==> src/rtl/div12_monitor_pkg.sv <==
// Shared definitions for the divide-by-12 toggle monitor: FSM encoding and
// the default timing constants shared with the mod-6 counter block.
package div12_monitor_pkg;

   // Receiver FSM: hunt for a first edge, check spacing, then hold lock.
   typedef enum logic [1:0] {
      ST_SEARCH = 2'b00,
      ST_TRACK  = 2'b01,
      ST_LOCKED = 2'b10
   } state_e;

   // Half-period of the divide-by-12 toggle, in clk cycles.
   localparam int DEF_HALF   = 6;
   // Consecutive good edges before lock is declared.
   localparam int DEF_LOCK_N = 4;
   // Width of the edge-spacing counter and the phase output.
   localparam int DEF_CW     = 3;
   // Width of the good-edge run counter (holds LOCK_N up to 15).
   localparam int GOOD_W     = 4;
   // Width of the error counter.
   localparam int ERR_CNT_W  = 8;

endpackage

==> src/rtl/div12_monitor_sat.sv <==
// Saturating up-counter with synchronous clear. Used for the good-edge run
// length and for the error tally.
module sat_counter
   import div12_monitor_pkg::*;
#(
   parameter int W   = GOOD_W,
   parameter int MAX = 15
) (
   input  logic         clk,
   input  logic         rst_n,
   input  logic         clr,
   input  logic         inc,
   output logic [W-1:0] count
);

   localparam logic [W-1:0] MAX_V = W'(MAX);

   logic [W-1:0] count_reg;

   // Clear wins over increment; increment stops once MAX is reached.
   always_ff @(posedge clk) begin
      if (!rst_n || clr) begin
         count_reg <= '0;
      end else if (inc && (count_reg != MAX_V)) begin
         count_reg <= count_reg + W'(1);
      end
   end

   assign count = count_reg;

endmodule

==> src/rtl/div12_monitor.sv <==
// Receiver-side checker for the divide-by-12 toggle. Detects edges on y_in,
// rebuilds the transmitter's phase, declares lock after a run of correctly
// spaced edges and flags early or missing edges.
module div12_monitor
   import div12_monitor_pkg::*;
#(
   parameter int HALF   = DEF_HALF,
   parameter int LOCK_N = DEF_LOCK_N,
   parameter int CW     = DEF_CW
) (
   input  logic                 clk,
   input  logic                 rst_n,
   input  logic                 y_in,
   output logic                 edge_pulse,
   output logic [CW-1:0]        phase,
   output logic                 locked,
   output logic                 err,
   output logic [ERR_CNT_W-1:0] err_cnt
);

   localparam logic [CW-1:0]     CNT_MAX   = CW'(HALF - 1);
   localparam logic [GOOD_W-1:0] GOOD_LAST = GOOD_W'(LOCK_N - 1);

   logic              y_d_reg;
   state_e            state_reg, state_next;
   logic [CW-1:0]     cnt_reg, cnt_next;
   logic              err_reg, err_next;
   logic              good_clr, good_inc;
   logic [GOOD_W-1:0] good;
   logic              at_max;

   assign edge_pulse = y_in ^ y_d_reg;
   assign at_max     = (cnt_reg == CNT_MAX);

   // Spacing counter: restart after every edge, otherwise count up and hold
   // at HALF-1 (in TRACK/LOCKED that value always ends in an edge or a timeout).
   always_comb begin
      cnt_next = cnt_reg;
      if (edge_pulse) begin
         cnt_next = '0;
      end else if (!at_max) begin
         cnt_next = cnt_reg + CW'(1);
      end
   end

   // Lock FSM: classify each edge (or its absence) against the expected spacing.
   always_comb begin
      state_next = state_reg;
      err_next   = 1'b0;
      good_clr   = 1'b0;
      good_inc   = 1'b0;
      case (state_reg)
         ST_SEARCH: begin
            if (edge_pulse) begin
               state_next = ST_TRACK;
               good_clr   = 1'b1;
            end
         end
         ST_TRACK, ST_LOCKED: begin
            if (edge_pulse) begin
               if (at_max) begin
                  good_inc = 1'b1;
                  if (good >= GOOD_LAST) begin
                     state_next = ST_LOCKED;
                  end
               end else begin
                  // Early edge becomes the new reference point.
                  err_next   = 1'b1;
                  good_clr   = 1'b1;
                  state_next = ST_TRACK;
               end
            end else if (at_max) begin
               // Expected edge never came: start hunting again.
               err_next   = 1'b1;
               good_clr   = 1'b1;
               state_next = ST_SEARCH;
            end
         end
         default: begin
            state_next = ST_SEARCH;
            good_clr   = 1'b1;
         end
      endcase
   end

   // Registered state, edge reference and error pulse.
   always_ff @(posedge clk) begin
      if (!rst_n) begin
         y_d_reg   <= 1'b0;
         state_reg <= ST_SEARCH;
         cnt_reg   <= '0;
         err_reg   <= 1'b0;
      end else begin
         y_d_reg   <= y_in;
         state_reg <= state_next;
         cnt_reg   <= cnt_next;
         err_reg   <= err_next;
      end
   end

   sat_counter #(
      .W   (GOOD_W),
      .MAX (LOCK_N)
   ) u_good (
      .clk   (clk),
      .rst_n (rst_n),
      .clr   (good_clr),
      .inc   (good_inc),
      .count (good)
   );

   sat_counter #(
      .W   (ERR_CNT_W),
      .MAX ((1 << ERR_CNT_W) - 1)
   ) u_err_cnt (
      .clk   (clk),
      .rst_n (rst_n),
      .clr   (1'b0),
      .inc   (err_next),
      .count (err_cnt)
   );

   assign locked = (state_reg == ST_LOCKED);
   assign phase  = cnt_reg;
   assign err    = err_reg;

endmodule

==> config.mk <==
export PLATFORM = sky130hd
export DESIGN_NAME = div12_monitor
export DESIGN_NICKNAME = d
export VERILOG_FILES = /design/src/rtl/div12_monitor_pkg.sv /design/src/rtl/div12_monitor_sat.sv /design/src/rtl/div12_monitor.sv
export SDC_FILE = /design/constraint.sdc
export NUM_CORES = 1
export LEC_CHECK = 0
export ABC_AREA = 1
export CAP_MARGIN = 10
export CORE_UTILIZATION = 25
export DETAILED_ROUTE_END_ITERATION = 10
export PLACE_DENSITY = 0.48
export SLEW_MARGIN = 20
export SYNTH_ARGS = -nofsm -noshare
export SYNTH_HDL_FRONTEND = slang
export SYNTH_HIERARCHICAL = 1
export SYNTH_SLANG_ARGS = --single-unit
==> constraint.sdc <==
create_clock -name clk -period 2.5 [get_ports clk]
set_clock_uncertainty 0.05 [all_clocks]
set_input_delay 0.75 -clock clk [delete_from_list [all_inputs] [get_ports clk]]
set_output_delay 0.75 -clock clk [all_outputs]
set_load 0.01 [all_outputs]
==> summary.txt, run 1 <==
Die
  – Die Outline Area: 4850 um2
  – Die extent in x: between 60 and 70 um
  – Rows: 24
  – Die Height: 69.7 um
  – Placeable core area: approximately 4400 um2
  – Total I/O pin count: 17
  – Starting utilization of the core area: 26.1%

Yosys
  – Area share of xor/xnor cells in the synthesized design: 1.53%
  – Main combinational cell family by area after synthesis: simple AND/OR/NAND/NOR gates
  – Share of cell area taken by muxes after synthesis: 0%
  – Leading cell types by total area after synthesis: sky130_fd_sc_hd__dfxtp_1 33%, sky130_fd_sc_hd__nand2_1 12%, sky130_fd_sc_hd__ha_1 11%, sky130_fd_sc_hd__nor2_1 9.2%, sky130_fd_sc_hd__inv_1 6.9%
  – Most area-hungry cell type in the Yosys netlist: sky130_fd_sc_hd__dfxtp_1
  – Synthesized flop and latch total: 19
  – Fraction of synthesized cell area taken by the top area cell type: 33.2%
  – Share of the synthesized area in compound gates (AO/OA/AOI/OAI): 6.67%
  – Proportion of synthesized chip area in sequential cells: 33.2%
  – Number of cells produced by synthesis: 169
  – Count of different cell masters after synthesis: 24
  – Cell Area, Synth: 1140 um2
  – Adder and majority cell fraction of the synthesized area: 10.9%
  – Mapped Avg Cell Area: 6.77 um2
  – Warning count from the yosys run: 6
  – Synth Area in Simple Gates: 37.8%

Global route
  – Initial antenna violation count: 0
  – Vias in the first global route: 936
  – Total Routing Usage GR: 9.91%
  – First-pass GRT wire length: roughly 3900 um
  – Pin count of the biggest net entering global routing: 11
  – Global route overflow: 0

Clock network
  – Buffers from clock root to sink, at most: 2
  – CTS sink cnt: 19
  – Clock tree root buffer cell: sky130_fd_sc_hd__clkbuf_8
  – Number of buffers added by the clock tree synthesis step: 3
  – Clock H-tree levels: 1
  – Clock edge transition at the registers on the reported setup and hold paths: 0.07 ns
  – Clock tree from TritonCTS: built
  – Source-to-sink clock delay at the later pin of the worst-skew pair: ~0.25 ns
  – Number of hold buffers added after cts: 0

Worst setup path
  – Slowest-stage cell, CP: sky130_fd_sc_hd__dlygate4sd2_1
  – Reg-to-Reg Start: phase[1]
  – Buf/Inv on CP: 3
  – Max Fanout on Critical Path: 3
  – Category of cells accounting for the largest share of critical-path delay: buffers and inverters
  – Launching element of the worst setup path: y_in
  – Kind of end point of the critical path: output pin
  – Endpoint required time on the critical path: 1.70 ns
  – Worst setup path category: in -> out
  – Nature of the critical path startpoint: primary input
  – CP cell instances: dlygate4sd2_1 -> inv_1 -> nand2_2 -> nand2_2 -> clkdlybuf4s15_2
  – Critical Path Max Stage Delay: 0.26 ns
  – Most frequent CP cell: sky130_fd_sc_hd__nand2_2
  – Arrival time at the worst endpoint: around 1.5 ns

Drt
  – Total number of vias: just over 1000
  – Count of routing violations after the opening detailed-route iteration: 29
  – Routed WL per cell: 8.93 um
  – Total wire length: 2200 um
  – Remaining antenna violation count: 0
  – Total DRC errors in the routed layout: 0
  – Pre-Repair DR Iteration Count: 4
  – Drt via density: between 4 and 5

Power
  – Standby leakage power: 0.000629 uW
  – Power density over the cells: 615 nW/um2
  – Fraction of power spent switching nets: 34.8%
  – Internal: 581 uW
  – Power share of the clock group: 24.3%
  – Max VDD drop: 264 uV
  – Logic pwr share: between 30% and 40%
  – Sequential fraction of design power: 39.0%
  – NetSw: between 300 and 400 uW

Final layout
  – Cell area after layout: approximately 1400 um2
  – Filler Cells Inserted: roughly 500
  – Final net count: 208
  – Ratio of cells with drive above 1 in the final layout: 13.4%
  – Flip-flop count of the largest register, all copies and words added: 8
  – Diodes inserted: 0
  – Area growth from synthesis to layout: 26.6%

Timing
  – Final worst path period need: 2.26 ns
  – Final-report max-slew violation count: 0
  – RSZ-0062 raised after global routing: false
  – # setup viols final: 0
  – Count of endpoints failing hold in the final timing report: 0
  – Minimum setup slack in the final design: 0.238 ns
  – Upper clock frequency limit: 0.442 GHz
  – Final period utilization: 90.5%

Place
  – Count of buffers inserted at the top-level ports: 16
  – Routability congestion estimate: 0.729
  – Post-place setup slack: -0.296 ns
  – DP Area: 1400 um2
  – HPWL after DPL: roughly 1700 um

Status
  – Result of the run: completed

Flow run
  – Max capacitance violation total: 0

Min path
  – Launch instance of the worst min-delay path: phase[1]
  – Class of the tightest hold or removal check: reg -> reg
==> through the flow <==
stage	power [uW]	hold slack (ns)	instances	util, %	setup TNS [ns]
2_1_floorplan	592	0.447	170	-	0
3_3_place_gp	693	0.451	242	32.0	-1.19
3_5_place_dp	687	0.441	242	32.0	-1.39
4_1_cts	914	0.453	246	33.0	0
5_1_grt	978	0.507	246	33.0	0
6_report	892	0.450	246	33.0	0
==> cells in the final DEF, fill, tap and decap left out <==
master	synthesis	routed
sky130_fd_sc_hd__inv_1	21	21
sky130_fd_sc_hd__nor2_2	6	6
sky130_fd_sc_hd__nand3_2	2	2
sky130_fd_sc_hd__nand3b_1	2	2
sky130_fd_sc_hd__o21ai_0	4	4
sky130_fd_sc_hd__clkdlybuf4s50_1	0	14
sky130_fd_sc_hd__nor3_1	3	3
sky130_fd_sc_hd__a21oi_1	9	9
sky130_fd_sc_hd__nor2_1	28	28
sky130_fd_sc_hd__dfxtp_1	19	19
sky130_fd_sc_hd__nand2_2	5	5
sky130_fd_sc_hd__nand2_1	36	36
sky130_fd_sc_hd__nand2_4	1	1
sky130_fd_sc_hd__clkdlybuf4s15_2	0	1
sky130_fd_sc_hd__o21ai_1	1	1
sky130_fd_sc_hd__nor3b_1	1	1
sky130_fd_sc_hd__dlygate4sd2_1	0	1
sky130_fd_sc_hd__conb_1	1	2
sky130_fd_sc_hd__buf_4	1	5
sky130_fd_sc_hd__xnor2_1	2	2
sky130_fd_sc_hd__clkbuf_8	0	3
sky130_fd_sc_hd__ha_1	10	10
sky130_fd_sc_hd__clkinv_1	3	3
sky130_fd_sc_hd__inv_2	3	3
sky130_fd_sc_hd__nand3_1	6	6
sky130_fd_sc_hd__or2_0	1	1
sky130_fd_sc_hd__a31oi_1	1	1
sky130_fd_sc_hd__clkbuf_1	0	1
sky130_fd_sc_hd__nand4_1	3	3
==> area by class of cell <==
type	count	area, um2	share of cell area, %
timing repair buffer	21	198	13.6
sequential	19	380	26.3
multi-input combinational	123	659	45.5
clock buffer	4	45.0	3.11
tap	52	65.1	4.49
inverter	27	101	6.99
==> power by group through the flow <==
stage | Combinational, uW | Sequential [uW] | Clock, uW
2_1_floorplan | 236 | 356 | 0
3_3_place_gp | 338 | 355 | 0
3_5_place_dp | 331 | 356 | 0
4_1_cts | 332 | 348 | 234
5_1_grt | 377 | 353 | 247
6_report | 327 | 348 | 216
==> worst register-to-register path, stage by stage, from the launching register on <==
cell and delay, ns:
sky130_fd_sc_hd__dfxtp_1 0.37, sky130_fd_sc_hd__inv_1 0.06, sky130_fd_sc_hd__ha_1 0.18, sky130_fd_sc_hd__nand2_2 0.14, sky130_fd_sc_hd__ha_1 0.27, sky130_fd_sc_hd__nor2_1 0.15, sky130_fd_sc_hd__buf_4 0.15, sky130_fd_sc_hd__nand2_2 0.06
sky130_fd_sc_hd__nor2_2 0.13, sky130_fd_sc_hd__nand3b_1 0.12, sky130_fd_sc_hd__nor2_1 0.12, sky130_fd_sc_hd__nor2_1 0.05
==> cells in the mapped netlist <==
| cell | number |
|---|---|
| sky130_fd_sc_hd__nand3_2 | 2 |
| sky130_fd_sc_hd__nor2_2 | 6 |
| sky130_fd_sc_hd__nor3_1 | 3 |
| sky130_fd_sc_hd__nand2_1 | 36 |
| sky130_fd_sc_hd__nand2_2 | 5 |
| sky130_fd_sc_hd__o21ai_0 | 4 |
| sky130_fd_sc_hd__conb_1 | 1 |
| sky130_fd_sc_hd__or2_0 | 1 |
| sky130_fd_sc_hd__a21oi_1 | 9 |
| sky130_fd_sc_hd__dfxtp_1 | 19 |
| sky130_fd_sc_hd__nor3b_1 | 1 |
| sky130_fd_sc_hd__ha_1 | 10 |
| sky130_fd_sc_hd__a31oi_1 | 1 |
| sky130_fd_sc_hd__clkinv_1 | 3 |
| sky130_fd_sc_hd__nand4_1 | 3 |
| sky130_fd_sc_hd__buf_4 | 1 |
| sky130_fd_sc_hd__xnor2_1 | 2 |
| sky130_fd_sc_hd__nor2_1 | 28 |
| sky130_fd_sc_hd__inv_2 | 3 |
| sky130_fd_sc_hd__nand3_1 | 6 |
| sky130_fd_sc_hd__nand3b_1 | 2 |
| sky130_fd_sc_hd__nand2_4 | 1 |
| sky130_fd_sc_hd__o21ai_1 | 1 |
| sky130_fd_sc_hd__inv_1 | 21 |
==> cells by family (layout without fill, tap and decap cells) <==
kind of cell / count (synthesis) / count (layout)
other: 1 / 2
AND/OR/NAND/NOR: 94 / 94
flip-flops: 19 / 19
XOR/XNOR: 2 / 2
adder cells (fa/ha/maj): 10 / 10
buffers and inverters: 28 / 52
AO/OA/AOI/OAI: 15 / 15
==> metal layers <==
metal  vias to the layer above  track usage [%]  part of all wire, %
li1                        572                -                    -
met1                       427             11.6                   49
met2                        13             17.2                   46
met3                         4             2.62                  3.7
met4                         0             4.00                  1.3
met5                         -                0                    0
==> final timing paths <==
check / endpoint / slack [ns] / cells past startpoint
worst min-delay path: phase[1] / 0.45 / 2
worst max register to register: u_err_cnt/count[7] / 0.57 / 11
worst min register to register: phase[1] / 0.45 / 2
worst max-delay path: edge_pulse / 0.24 / 5
==> what timing repair did <==
| item | in CTS | in global routing |
|---|---|---|
| hold endpoints to repair | 0 | 0 |
| endpoints found under the setup margin | 1 | 0 |
| buffers inserted | 0 | 0 |
| resized for setup | 4 | 0 |
No activity file was read; power rests on OpenSTA's default activity.
==> run 2, diff against run 1 <==
--- a/config.mk
+++ b/config.mk
@@ -9,7 +9,8 @@
 export CAP_MARGIN = 10
 export CORE_UTILIZATION = 25
 export DETAILED_ROUTE_END_ITERATION = 10
-export PLACE_DENSITY = 0.48
+export DONT_BUFFER_PORTS = 1
+export PLACE_DENSITY = 0.43
 export SLEW_MARGIN = 20
 export SYNTH_ARGS = -nofsm -noshare
 export SYNTH_HDL_FRONTEND = slang
==> summary.txt, run 2 (synthesis gave the netlist of run 1 again) <==
Drt
  – Pre-Repair DR Iteration Count: 4 (unchanged)
  – Remaining antenna violation count: 0 (unchanged)
  – Total wire length: 2270 um (+3.5%)
  – Count of routing violations after the opening detailed-route iteration: 18 (-38%)
  – Total DRC errors in the routed layout: 0 (unchanged)
  – Drt via density: 4.37 (+5.8%)
  – Routed WL per cell: 10.1 um (+13%)
  – Total number of vias: 988 (-2.8%)

Worst setup path
  – Kind of end point of the critical path: register
  – Worst setup path category: reg -> reg
  – Max Fanout on Critical Path: 10 (+7)
  – Nature of the critical path startpoint: register
  – Arrival time at the worst endpoint: 2.14 ns (+0.68 ns)
  – Setup slack on the worst flop-to-flop path: 0.46 ns (-0.11 ns)
  – Endpoint required time on the critical path: 2.60 ns (+0.90 ns)

Power
  – Power after layout: 851 uW (-4.6%)
  – Max VDD drop: 346 uV (+31%)
  – Fraction of power spent switching nets: 36.0% (+1.2 points)
  – Power share of the clock group: 25.6% (+1.3 points)
  – NetSw: 306 uW (-1.2%)
  – Logic pwr share: 32.7% (-4.0 points)
  – Power density over the cells: 676 nW/um2 (+9.8%)
  – Standby leakage power: 0.000550 uW (-13%)
  – Internal: 544 uW (-6.4%)
  – Sequential fraction of design power: 41.7% (+2.7 points)

Die
  – Placeable core area: 4380 um2 (unchanged)
  – Die Outline Area: 4850 um2 (unchanged)
  – Die extent in x: 69.7 um (unchanged)
  – Total I/O pin count: 17 (unchanged)
  – Die Height: 69.7 um (unchanged)
  – Rows: 24 (unchanged)
  – Starting utilization of the core area: 26.1% (unchanged)

Final layout
  – Area growth from synthesis to layout: 9.95%
  – Diodes inserted: 0 (unchanged)
  – Ratio of cells with drive above 1 in the final layout: 12.1% (-1.3 points)
  – Final net count: 188 (-9.6%)
  – Most common cell after layout, fill and taps aside: sky130_fd_sc_hd__nand2_1
  – Leading cell types in the layout, fill and taps excluded: 36 x sky130_fd_sc_hd__nand2_1, 28 x sky130_fd_sc_hd__nor2_1, 21 x sky130_fd_sc_hd__inv_1
  – Flip-flop count of the largest register, all copies and words added: 8 (unchanged)
  – Filler Cells Inserted: 506 (+1.4%)

Place
  – HPWL after DPL: 1810 um (+3.2%)
  – Count of buffers inserted at the top-level ports: 0 (-16)
  – Routability congestion estimate: 0.709 (-2.7%)
  – Post-place setup slack: 0.216 ns (+0.512 ns)

Clock network
  – CTS-repair resized insts: 0 (-4)
  – CTS sink cnt: 19 (unchanged)
  – Clock edge transition at the registers on the reported setup and hold paths: 0.07 ns (about the same)
  – Buffers from clock root to sink, at most: 2 (unchanged)
  – Source-to-sink clock delay at the later pin of the worst-skew pair: 0.25 ns (about the same)
  – Post-CTS setup buffer count: 0 (unchanged)
  – Number of buffers added by the clock tree synthesis step: 3 (unchanged)
  – Number of hold buffers added after cts: 0 (unchanged)
  – Clock tree root buffer cell: sky130_fd_sc_hd__clkbuf_8
  – Clock tree from TritonCTS: built
  – Clock H-tree levels: 1 (unchanged)

Timing
  – Final period utilization: 81.7% (-8.8 points)
  – Count of endpoints failing hold in the final timing report: 0 (unchanged)
  – TNS Setup: 0 ns (unchanged)
  – Final worst path period need: 2.04 ns (-0.220 ns)
  – Final-report max-slew violation count: 0 (unchanged)
  – Upper clock frequency limit: 0.490 GHz (+11%)
  – # setup viols final: 0 (unchanged)
  – Minimum setup slack in the final design: 0.458 ns (+0.220 ns)
  – RSZ-0062 raised after global routing: false

Global route
  – Initial antenna violation count: 0 (unchanged)
  – Pin count of the biggest net entering global routing: 11 (unchanged)
  – Global route overflow: 0 (unchanged)
  – First-pass GRT wire length: 4080 um (+5.7%)
  – Vias in the first global route: 956 (+2.1%)
  – Total Routing Usage GR: 10.4% (+0.49 points)

Flow run
  – Max capacitance violation total: 0 (unchanged)

Min path
  – Class of the tightest hold or removal check: reg -> reg

Status
  – Result of the run: completed
## run 2: cell types whose count changed in the layout (fill, tap and decap cells not counted), sizes merged
cell / before / now
buf: 5 / 1
clkdlybuf4s15: 1 / 0
clkdlybuf4s50: 14 / 0
dlygate4sd2: 1 / 0
## run 2: path summary, 6_finish.rpt
path         depth (start not counted)            endpoint       startpoint
max                                 10  u_err_cnt/count[7]         phase[0]
min                                  2     u_good/count[0]  u_good/count[0]
min reg2reg                          2     u_good/count[0]  u_good/count[0]
max reg2reg                         10  u_err_cnt/count[7]         phase[0]
## run 2: power by group through the flow
| stage | logic [uW] | clock network [uW] | registers (uW) |
|---|---|---|---|
| floorplan | 236 | 0 | 356 |
| global placement | 279 | 0 | 362 |
| detailed placement | 280 | 0 | 363 |
| CTS | 281 | 229 | 355 |
| global route | 325 | 242 | 359 |
| finish | 278 | 218 | 355 |
## run 2: area by class of cell
| cell class | count | area (um2) | share of cell area, % |
|---|---|---|---|
| Tap cell | 52 | 65.1 | 5.17 |
| Multi-Input combinational cell | 123 | 659 | 52.4 |
| Timing Repair Buffer | 1 | 7.51 | 0.596 |
| Sequential cell | 19 | 380 | 30.2 |
| Clock buffer | 4 | 45.0 | 3.58 |
| Inverter | 27 | 101 | 8.05 |
## run 2: routing by layer
layer  GRT usage, %  part of all wire (%)
met4           2.67                  0.92
met1           11.8                    43
met3           4.22                   5.8
met5              0                     0
met2           18.0                    50
## run 2: through the flow
step                hold WS (ns)  area, um2  utilization [%]  instances
floorplan                  0.447       1150                -        170
global placement           0.459       1210             27.7        222
detailed placement         0.485       1210             27.7        222
CTS                        0.497       1260             28.7        226
global route               0.534       1260             28.7        226
finish                     0.488       1260             28.7        226
## run 2: worst max-delay path: stages (launching register included)
cell                       delay [ns]
sky130_fd_sc_hd__dfxtp_1         0.45
sky130_fd_sc_hd__ha_1            0.20
sky130_fd_sc_hd__nand2_2         0.11
sky130_fd_sc_hd__ha_1            0.32
sky130_fd_sc_hd__nor2_1          0.11
sky130_fd_sc_hd__buf_4           0.18
sky130_fd_sc_hd__nand2_2         0.07
sky130_fd_sc_hd__nor2_2          0.13
sky130_fd_sc_hd__nand3b_1        0.12
sky130_fd_sc_hd__nor2_1          0.13
sky130_fd_sc_hd__nor2_1          0.06
==> RTL edit 1, RTL diff (settings of run 2) <==
Reset style: asynchronous (`rst_n`), changed in one clocked block.
--- a/src/rtl/div12_monitor.sv
+++ b/src/rtl/div12_monitor.sv
@@ -84,7 +84,7 @@
    end
 
    // Registered state, edge reference and error pulse.
-   always_ff @(posedge clk) begin
+   always_ff @(posedge clk or negedge rst_n) begin
       if (!rst_n) begin
          y_d_reg   <= 1'b0;
          state_reg <= ST_SEARCH;
Behaviour: differs if rst_n is asserted again (counterexample within 4 cycles, from zero or initial values and one cycle with rst_n low); with rst_n held inactive, the same outputs for 10 cycles.
==> RTL edit 1 against run 2 <==
- synthesized area shrank 0.22%
- total power fell by 2.7%
- design area down 0.80%
- first-iteration DRC count increased by 67%
- die area is 0.22% lower
- synthesized cell count fell by 4.1%
- combinational power is 23% lower
- setup slack gained 0.018 ns
- critical path type unchanged
- fmax up 0.89%
- sequential cell count unchanged
- routed wire length increased by 2.6%
- sequential share of layout area is 3.0 points higher
- count of clock-buffer cells in the layout did not move
- critical endpoint is now u_err_cnt/count[5]
==> RTL edit 1: results (changes against run 2) <==
- Placed Instances: 214 (-3.6%)
- Tightest Hold Check Type: in2async
- M1 WL: 1080 µm (+9.7%)
- Number of global-route vias before repair: 927 (-3.0%)
- Initial DRC Count: 30 (+12)
- Initial antenna violation count: 0 (unchanged)
- Synth warnings: 6 (unchanged)
- Insertion delay to the later sink of the worst-skew pair: 0.25 ns (about the same)
- Status: completed
- Area of placed instances: 1200 µm² (-0.82%)
- Post-CTS setup buffers: 0 (unchanged)
- Fin nets: 178 (-5.3%)
- Gpl congestion: 0.711 (+0.27%)
- Layout fillers: 490 (-3.2%)
- Minimum clock period: 2.02 ns (-0.0181 ns)
- CP max FO: 10 (unchanged)
- Post-synthesis sequential area ratio: 36.4% (+3.1 points)
- Reg2Reg Setup Slack: 0.48 ns (+0.02 ns)
- Fin Hold WS: 0.133 ns (-0.355 ns)
- Cell types occupying the most area after synthesis: dfxtp_1, dfrtp_1, nand2_1
- LEAKAGE: 0.567 nW (+3.2%)
- DR WL met3: 117 µm (-11%)
- Root Buffer: clkbuf_8
- Share of flip-flops with an asynchronous set or reset: 36.8% (+37 points)
- H-tree Lvls: 1 (unchanged)
- Gates resized, CTS repair: 0 (unchanged)
- Buffers on Ports: 0 (unchanged)
- Synth cell count leaders: nand2_1, nor2_1, inv_1
- Peak supply drop: 322 µV (-6.9%)
- Register area: 415 µm² (+9.2%)
- Largest net degree at the start of global routing: 11 (unchanged)
- CP arrival: between 2 and 2.5 ns
- Clk slew on worst S/H paths: 0.07 ns (about the same)
- Average size of a mapped cell: 7.05 µm² (+4.1%)
- Met2 Wirelength: 1110 µm (-2.0%)
- Fraction of layout cells with a size suffix above 1: 12.7% (+0.58 points)
- Routed vias: 968 (-2.0%)
- GRT Total Usage: 10.4% (about the same)
- Antenna cells: 0 (unchanged)
- Place WS: 0.436 ns (+0.220 ns)
- Hpwl dp: 1770 µm (-2.0%)
- Drt via density: 4.44 (+1.6%)
- Max FFs per register: 8 (unchanged)
- Number of routed nets with antenna violations: 0 (unchanged)
- First-pass GRT wire length: 4000 µm (-2.2%)
- Synth area leader: dfxtp_1
- First drt pass iteration count: 4 (unchanged)
- Setup TNS: 0 ns (unchanged)
- CTS Buffer Depth: 2 (unchanged)
- Avg WL per Cell: 10.7 µm (+6.4%)
- Top sig layer: met4
- Inserted Clock Buffers: 3 (unchanged)
- Post-synthesis cell type count: 24 (unchanged)
-- RTL edit 1: path summary, 6_finish.rpt --
path,cells past startpoint,from,end
worst max register to register,13,state_reg[1],u_err_cnt/count[5]
worst max-delay path,13,state_reg[1],u_err_cnt/count[5]
worst min register to register,2,state_reg[0],state_reg[0]
max in group asynchronous,0,rst_n,state_reg[0]
worst min-delay path,0,rst_n,y_d_reg
min in group clk,0,y_in,y_d_reg
-- RTL edit 1: logic make-up after synthesis --
logic type      after synthesis  share of synthesized area (%)
other cells                   1                          0.328
compound gates               14                           6.24
simple gates                 93                           38.2
buf+inv                      26                           9.31
xor+xnor                      1                          0.767
flops                        19                           36.4
fa+ha+maj                     8                           8.76
-- RTL edit 1: area by class of cell --
type                       count  share of cell area, %
clock buffer                   4                   3.61
inverter                      25                   7.92
multi-input combinational    118                   50.0
sequential                    19                   33.3
tap                           52                   5.21
-- RTL edit 1: worst max-delay path, cell delays in order (launching register included) --
cell      delay, ns
dfrtp_1        0.40
inv_1          0.06
ha_1           0.32
nand3_1        0.12
clkinv_1       0.11
nand2_1        0.07
nand2_1        0.27
nand2_2        0.10
inv_1          0.06
nand2_1        0.05
nor2_1         0.13
nand3_1        0.09
nand2_1        0.07
nor2_1         0.03
-- RTL edit 1: layer usage --
layer | global-route usage (%) | vias up
met5 | 0 | -
met2 | 18.1 | 16
li1 | - | 509
met3 | 3.92 | 2
met1 | 11.9 | 441
met4 | 2.72 | 0
-- RTL edit 1: power by group --
part           total [mW]  switching [mW]  internal [mW]
Combinational       0.213           0.131         0.0821
Clock               0.215           0.102          0.113
Sequential          0.400          0.0576          0.342
Total               0.828           0.290          0.538
==> RTL edit 2, RTL diff (flow settings as in run 2) <==
Without the edit above. Set the package constant `DEF_CW` to 6 (it was 3).
--- a/src/rtl/div12_monitor_pkg.sv
+++ b/src/rtl/div12_monitor_pkg.sv
@@ -14,7 +14,7 @@
    // Consecutive good edges before lock is declared.
    localparam int DEF_LOCK_N = 4;
    // Width of the edge-spacing counter and the phase output.
-   localparam int DEF_CW     = 3;
+   localparam int DEF_CW     = 6;
    // Width of the good-edge run counter (holds LOCK_N up to 15).
    localparam int GOOD_W     = 4;
    // Width of the error counter.
Ports: changed (resized phase); port bits go from 17 to 20. No check against the original RTL was run, so the function may have changed too.
==> RTL edit 2 against run 2 <==
- setup slack worse by 0.0068 ns
- design area grew 17%
- synthesized area rose by 14%
- total power is 18% higher
- count of clock-buffer cells in the layout fell by 1
- routed wire length rose by 13%
- largest power group unchanged
- fmax down 0.33%
- sequential cell count is 3 higher
==> RTL edit 2: results (changes against run 2) <==
- Buffers on Ports: 0 (unchanged)
- Peak supply drop: 278 µV (-20%)
- CP arrival: 2.18 ns (+0.04 ns)
- CTS Buffer Depth: 2 (unchanged)
- Insertion delay to the later sink of the worst-skew pair: 0.27 ns (+0.02 ns)
- Slowest cell on the critical path: dfxtp_1
- GRT Total Usage: 11.0% (+0.60 points)
- Initial DRC Count: 94 (+76)
- Routed vias: 1076 (+8.9%)
- Gpl congestion: 0.707 (-0.27%)
- Gates resized, CTS repair: 0 (unchanged)
- Post-CTS setup buffers: 0 (unchanged)
- Synth cell count leaders: nand2_1, nor2_1, inv_1
- Cell types occupying the most area after synthesis: dfxtp_1, nand2_1, ha_1
- Post-synthesis sequential area ratio: 33.6% (+0.40 points)
- H-tree Lvls: 1 (unchanged)
- Share of flip-flops with an asynchronous set or reset: 0% (unchanged)
- Status: completed
- Clk slew on worst S/H paths: 0.09 ns (+0.02 ns)
- Inserted Clock Buffers: 3 (unchanged)
- Worst path max stage delay: 0.48 ns (+0.03 ns)
- Avg WL per Cell: 9.85 µm (-2.0%)
- Top_reg_cell synth: dfxtp_1
- Root Buffer: clkbuf_8
- First-pass GRT wire length: 4590 µm (+12%)
- Initial antenna violation count: 0 (unchanged)
- Hold Path Origin: u_good/count[0]
- Max FFs per register: 8 (unchanged)
- First drt pass iteration count: 4 (unchanged)
- Post-synthesis cell type count: 28 (+17%)
- Fraction of layout cells with a size suffix above 1: 13.4% (+1.3 points)
- CP max FO: 9 (-1)
- Place WS: 0.244 ns (+0.0277 ns)
- Hpwl dp: 1990 µm (+10%)
- CP startpoint kind: register
- Tightest Hold Check Type: reg2reg
- Fin nets: 209 (+11%)
- Antenna cells: 0 (unchanged)
- Synth warnings: 6 (unchanged)
- LEAKAGE: 0.654 nW (+19%)
- Worst R2R Start: phase[2]
- Largest net degree at the start of global routing: 14 (+3)
- Number of global-route vias before repair: 1044 (+9.2%)
RTL edit 2: final timing paths:
path,slack [ns],to,cells after the start
max reg2reg,0.45,u_err_cnt/count[5],13
min,0.48,u_good/count[0],2
max,0.45,u_err_cnt/count[5],13
min reg2reg,0.48,u_good/count[0],2
RTL edit 2: area by class of cell:
| class | count | area (µm²) |
|---|---|---|
| fillers | 563 | 3400 |
| multi-input cells | 133 | 741 |
| flip-flops and latches | 22 | 440 |
| inverters | 33 | 125 |
| well taps | 67 | 83.8 |
| clock buffers | 3 | 41.3 |
| clock inverters | 1 | 30.0 |
| repair buffers | 2 | 15.0 |
RTL edit 2: where the power goes:
part	switching, mW	total [mW]	leakage [nW]	internal [mW]
sequential	0.0236	0.400	0.178	0.377
clock	0.129	0.344	0.0357	0.214
combinational	0.167	0.263	0.440	0.0963
total	0.320	1.01	0.654	0.687
RTL edit 2: worst max-delay path: cells and delay by family (launching register included):
kind	cells	cell delay (ns)
simple gates	9	0.74
fa+ha+maj	1	0.30
buf+inv	3	0.36
flops	1	0.48
RTL edit 2: through the flow:
| step | hold WS, ns | instance area [µm²] | instances | utilization [%] | power, mW |
|---|---|---|---|---|---|
| 2_1_floorplan | 0.447 | 1310 | 189 | - | 0.631 |
| 3_3_place_gp | 0.469 | 1410 | 257 | 28.8 | 0.680 |
| 3_5_place_dp | 0.470 | 1410 | 257 | 28.8 | 0.676 |
| 4_1_cts | 0.482 | 1480 | 261 | 30.3 | 1.03 |
| 5_1_grt | 0.533 | 1480 | 261 | 30.3 | 1.09 |
| 6_report | 0.477 | 1480 | 261 | 30.3 | 1.01 |
RTL edit 2: logic make-up (layout without fill, tap and decap cells):
logic type	after synthesis	after routing	synth area share, %
fa+ha+maj	11	11	10.5
buf+inv	34	39	10.1
flops	22	22	33.6
simple gates	100	100	36.1
other cells	1	2	0.286
xor+xnor	4	4	2.67
compound gates	16	16	6.69
RTL edit 2: per-layer routing:
metal | GRT usage (%) | routed length [µm]
met1 | 14.2 | 1240
met3 | 3.52 | 170
met4 | 5.66 | 62
met2 | 16.4 | 1100
met5 | 0 | 0
